$ cat src/rtl/usb_command_processor.sv
// Byte-wide FIFO command processor: reads single-byte commands, assembles chunk
// nibbles and addresses, and replies with a snapshot of the panel switches.
module usb_command_processor #(
    parameter int NUM_PANELS    = 4,
    parameter int CHUNK_NIBBLES = 8,
    parameter int RD_PULSE      = 2,
    parameter int WR_PULSE      = 2,
    localparam int PW = (NUM_PANELS > 1) ? $clog2(NUM_PANELS) : 1
) (
    input  logic                       clk,
    input  logic                       reset_n,
    input  logic [4*NUM_PANELS-1:0]    panel_switches,
    input  logic                       rxf_n,
    input  logic                       txe_n,
    input  logic [7:0]                 data_in,
    output logic [7:0]                 data_out,
    output logic                       data_oe,
    output logic                       rd_n,
    output logic                       wr_n,
    output logic [4*CHUNK_NIBBLES-1:0] chunk_data,
    output logic [3:0]                 chunk_addr,
    output logic [3:0]                 row_addr,
    output logic [PW-1:0]              panel_addr,
    output logic                       chunk_write_enable,
    output logic                       error,
    output logic [2:0]                 state
);

    typedef enum logic [2:0] {
        IDLE       = 3'd0,
        RD_LOW     = 3'd1,
        DECODE     = 3'd2,
        RD_RECOVER = 3'd3,
        WR_SETUP   = 3'd4,
        WR_LOW     = 3'd5,
        WR_HOLD    = 3'd6
    } state_t;

    state_t                     state_q;
    logic [15:0]                cnt_q;
    logic [7:0]                 cmd_q;
    logic [4*NUM_PANELS-1:0]    snap_q;
    logic [3:0]                 index_q;
    logic                       pending_q;
    logic [4:0]                 ptr_q;
    logic [4*CHUNK_NIBBLES-1:0] chunk_q;
    logic [3:0]                 chunkAddr_q;
    logic [3:0]                 rowAddr_q;
    logic [PW-1:0]              panelAddr_q;
    logic                       cwe_q;
    logic                       error_q;
    logic                       rdN_q;
    logic                       wrN_q;
    logic                       oe_q;
    logic [7:0]                 dataOut_q;

    logic [3:0] replyNibble_d;
    logic [7:0] replyByte_d;
    logic [3:0] opcode;
    logic [3:0] arg;

    assign opcode = cmd_q[7:4];
    assign arg    = cmd_q[3:0];

    always_comb begin
        replyNibble_d = '0;
        for (int k = 0; k < NUM_PANELS; k++) begin
            if (index_q == 4'(k)) replyNibble_d = snap_q[4*k +: 4];
        end
        replyByte_d = {index_q + 4'd1, replyNibble_d};
    end

    // Strobes and bus enable are updated together with the state so they track it exactly.
    always_ff @(posedge clk) begin
        if (!reset_n) begin
            state_q     <= IDLE;
            cnt_q       <= '0;
            cmd_q       <= '0;
            snap_q      <= '0;
            index_q     <= '0;
            pending_q   <= 1'b0;
            ptr_q       <= '0;
            chunk_q     <= '0;
            chunkAddr_q <= '0;
            rowAddr_q   <= '0;
            panelAddr_q <= '0;
            cwe_q       <= 1'b0;
            error_q     <= 1'b0;
            rdN_q       <= 1'b1;
            wrN_q       <= 1'b1;
            oe_q        <= 1'b0;
            dataOut_q   <= '0;
        end else begin
            cwe_q <= 1'b0;
            case (state_q)
                IDLE: begin
                    if (pending_q && !txe_n) begin
                        state_q   <= WR_SETUP;
                        oe_q      <= 1'b1;
                        dataOut_q <= replyByte_d;
                    end else if (!pending_q && !rxf_n) begin
                        state_q <= RD_LOW;
                        rdN_q   <= 1'b0;
                        cnt_q   <= '0;
                    end
                end
                RD_LOW: begin
                    if (cnt_q == 16'(RD_PULSE - 1)) begin
                        cmd_q   <= data_in;
                        rdN_q   <= 1'b1;
                        state_q <= DECODE;
                    end else begin
                        cnt_q <= cnt_q + 16'd1;
                    end
                end
                DECODE: begin
                    state_q <= RD_RECOVER;
                    cnt_q   <= '0;
                    case (opcode)
                        4'd1: begin
                            snap_q    <= panel_switches;
                            index_q   <= '0;
                            pending_q <= 1'b1;
                        end
                        4'd2: begin
                            if ({28'd0, arg} < 32'(NUM_PANELS)) panelAddr_q <= arg[PW-1:0];
                            else error_q <= 1'b1;
                        end
                        4'd3: rowAddr_q   <= arg;
                        4'd4: chunkAddr_q <= arg;
                        4'd5: begin
                            if ({27'd0, ptr_q} < 32'(CHUNK_NIBBLES)) begin
                                for (int k = 0; k < CHUNK_NIBBLES; k++) begin
                                    if (ptr_q == 5'(k)) chunk_q[4*k +: 4] <= arg;
                                end
                                ptr_q <= ptr_q + 5'd1;
                            end else begin
                                error_q <= 1'b1;
                            end
                        end
                        4'd6: begin
                            if ({27'd0, ptr_q} == 32'(CHUNK_NIBBLES)) cwe_q <= 1'b1;
                            else error_q <= 1'b1;
                            ptr_q <= '0;
                        end
                        4'd7: begin
                            ptr_q   <= '0;
                            error_q <= 1'b0;
                        end
                        default: error_q <= 1'b1;
                    endcase
                end
                // Two idle read cycles let the synchronised rxf_n catch up before the next read.
                RD_RECOVER: begin
                    if (cnt_q == 16'd1) state_q <= IDLE;
                    else cnt_q <= cnt_q + 16'd1;
                end
                WR_SETUP: begin
                    state_q <= WR_LOW;
                    wrN_q   <= 1'b0;
                    cnt_q   <= '0;
                end
                WR_LOW: begin
                    if (cnt_q == 16'(WR_PULSE - 1)) begin
                        wrN_q   <= 1'b1;
                        state_q <= WR_HOLD;
                    end else begin
                        cnt_q <= cnt_q + 16'd1;
                    end
                end
                WR_HOLD: begin
                    index_q <= index_q + 4'd1;
                    if ((index_q + 4'd1) == 4'(NUM_PANELS)) pending_q <= 1'b0;
                    oe_q    <= 1'b0;
                    state_q <= IDLE;
                end
                default: begin
                    state_q <= IDLE;
                    rdN_q   <= 1'b1;
                    wrN_q   <= 1'b1;
                    oe_q    <= 1'b0;
                end
            endcase
        end
    end

    assign data_out           = dataOut_q;
    assign data_oe            = oe_q;
    assign rd_n               = rdN_q;
    assign wr_n               = wrN_q;
    assign chunk_data         = chunk_q;
    assign chunk_addr         = chunkAddr_q;
    assign row_addr           = rowAddr_q;
    assign panel_addr         = panelAddr_q;
    assign chunk_write_enable = cwe_q;
    assign error              = error_q;
    assign state              = state_q;

endmodule

$ cat config.mk
export PLATFORM = sky130hd
export DESIGN_NAME = usb_command_processor
export DESIGN_NICKNAME = d
export VERILOG_FILES = /design/src/rtl/usb_command_processor.sv
export SDC_FILE = /design/constraint.sdc
export NUM_CORES = 1
export LEC_CHECK = 0
export CORE_MARGIN = 2
export CORE_UTILIZATION = 57
export DETAILED_ROUTE_END_ITERATION = 10
export MAX_ROUTING_LAYER = met4
export PLACE_DENSITY = 0.87
export SLEW_MARGIN = 20
export SYNTH_ARGS = -nofsm -noshare
export SYNTH_HDL_FRONTEND = slang
export SYNTH_SLANG_ARGS = --single-unit
export TNS_END_PERCENT = 50
$ cat constraint.sdc
create_clock -name clk -period 4.7 [get_ports clk]
set_clock_uncertainty 0.1 [all_clocks]
set_input_delay 0.705 -clock clk [delete_from_list [all_inputs] [get_ports clk]]
set_output_delay 0.705 -clock clk [all_outputs]
set_load 0.05 [all_outputs]
==> metrics.yaml <==
status: "complete, no violations"
p_leak_nw: 2.29
syn-instance-count: 528
drc: 0
synth.most_common_cell: "dfxtp_1"
root_buffer: "clkbuf_8"
cts_hold_buf: 0
fillers: 610
n_antenna_cell: 0
layout_min_cycle_time_ns: 2.75
syn-cell-area_um2: 4800
hp-class: "reg2reg"
dieArea_um2: 9160
slew_violations: 0
fp.dieW_um: 95.7
syn_nets: 566
powerDensity_nw_per_um2: 285
postSynthAreaPerCell_um2: 9.08
synth_seq_cells: 108
drtAntennaViolNets: 0
grt_pass1_wl_um: 18100
yosys-top-cells-count: "dfxtp_1, nand2_1, mux2i_1"
nets: 637
worstSkewPairLatency_ns: 0.37
rsz0062_at_grt: "no"
cp.buffers_inverters: 1
synthFlopType: "dfxtp_1"
routed_wl_um: 10900
cts_sinks: 108
tns_ns: 0
antenna_found_initial: 0
grt-ovfl-total: 0
dp_hpwl_um: 7770
coreArea_um2: 8180
ys.warnings.count: 0
worst_slew_pin_slew_ns: 0.876
io_buffers: 85
yosys.area.top_type: "dfxtp_1"
track_usage_pct: 25.7
worstSetupPathType: "reg2out"
cts_tree: "done"
finalCritPeriodShare_pct: 58.6
cts_made_buffers: 9
async_reset_ff_share_pct: 0
clkTransAtPathRegs_ns: 0.10
yosysSeqAreaShare_pct: 45.1
die_h_um: 95.7
crit_family: "buffers and inverters"
final_cell_area_um2: 5910
peakVddDrop_mv: 0.193
p_total_mw: 1.69
use_met3_pct: 3.60
drv_cap: 0
numPlacedInstances: 693
slowest_delay_ns: 0.94
cp_data_required_time_ns: 3.89
cp-start-kind: "flip-flop"
busiest_layer: "met2"
syn_to_final_growth_pct: 23.3
firstDrtPassIters: 4
hold_viol: 0
gp_congestion: 0.903
ioPinCount: 86
clk_path_buf_depth: 2
pre_cts_ws_ns: 2.13
layout-drive-gt1-share_pct: 4.80
path_max_fanout: 16
grt_pass1_vias: 3743
worstPathArrival_ns: 1.95
via_count: 4049
synthDistinctLibCells: 53
drtIter0Drc: 171
path_cells: "clkdlybuf4s50_1"
use_met1_pct: 33.3
synthTopCellsByArea: "dfxtp_1, mux2i_1, nand2_1"
place_area_um2: 5680
wire_per_inst_um: 15.4
cts_setup_buffers: 0
fmax_ghz: 0.363
htreeDepth: 3
cts_resized: 0
cpMaxStageDelayCell: "clkdlybuf4s50_1"
setup_ws_ns: 1.95
viasPerCell: 5.71
relSlewSlack_pct: 41.6
stdcell_count: 709
rows: 33
synth_edf_count: 0
grt_max_degree: 56
endpoint_kind: "primary output"
yosys.area.top_type_share_pct: 45.1
finalSetupViolCount: 0
gr-usage-met2_pct: 42.4
initial_core_util_pct: 58.7
[stage by stage]
step / util, % / hold WS [ns]
after floorplan: - / 0.339
after global placement: 69.5 / 0.345
after detailed placement: 69.5 / 0.352
after CTS: 72.3 / 0.366
after global routing: 72.3 / 0.380
final: 72.3 / 0.365
[area by class of cell]
class	count	area (um^2)	share of cell area, %
multi-input combinational	381	2480	42.0
sequential	108	2160	36.6
timing repair buffer	87	861	14.6
tap	105	131	2.22
clock buffer	9	124	2.10
clock inverter	7	106	1.80
inverter	12	45.0	0.762
[report_power, final]
group / internal (mW) / switching [mW]
Combinational: 0.0503 / 0.0628
Clock: 0.308 / 0.329
Sequential: 0.922 / 0.0135
[cell families (layout without fill, tap and decap cells)]
logic type / count (synthesis) / count (layout) / synth area share, %
XOR/XNOR: 5 / 5 / 0.913
buffers and inverters: 39 / 115 / 3.16
multiplexers: 45 / 45 / 9.39
adder cells (fa/ha/maj): 10 / 10 / 2.61
AND/OR/NAND/NOR: 213 / 213 / 23.8
AO/OA/AOI/OAI: 108 / 108 / 15.0
flip-flops: 108 / 108 / 45.1
[registers in the layout, indices dropped and copies added (netlist names)]
name / flops
rd_n: 1
index_q: 4
state: 3
ptr_q: 5
cnt_q: 16
data_oe: 1
pending_q: 1
wr_n: 1
panel_addr: 2
chunk_data: 32
row_addr: 4
chunk_addr: 4
snap_q: 16
chunk_write_enable: 1
cmd_q: 8
error: 1
data_out: 8
[final timing paths]
| check | from | endpoint | slack, ns | cells after the start |
|---|---|---|---|---|
| hold reg to reg | data_oe | data_oe | 0.36 | 2 |
| setup reg to reg | cnt_q[0] | wr_n | 2.20 | 5 |
| setup / recovery | state[1] | state[1] | 1.95 | 1 |
| hold / removal | data_oe | data_oe | 0.36 | 2 |
[worst reg2reg max path: cells and delay by family (launching register included)]
family / cells / cell delay, ns
AOI/OAI and AO/OA: 1 / 0.23
DFF: 1 / 0.43
adders and majority gates: 1 / 0.18
and+or+nand+nor: 3 / 1.48
[layout by cell type (no fill, tap or decap), drive strengths merged, types with 9 or more instances in the layout]
cell | netlist | layout
clkdlybuf4s50 | 0 | 84
nand3 | 23 | 23
nor2 | 12 | 12
ha | 10 | 10
a21oi | 23 | 23
nand3b | 10 | 10
o21ai | 22 | 22
and2 | 9 | 9
a21boi | 34 | 34
dfxtp | 108 | 108
mux2i | 45 | 45
inv | 12 | 14
nor2b | 14 | 14
clkbuf | 21 | 9
o31ai | 11 | 11
or4 | 12 | 12
nand2 | 88 | 88
[per-layer routing]
layer  part of all wire, %  vias to the layer above  wire (um)
met5                     0                        -          0
met4                   1.2                        0        136
met3                   4.7                       13        518
met2                    50                      122       5440
met1                    44                     1895       4820
li1                      -                     2019          -
(Power assumes the default switching activity.)
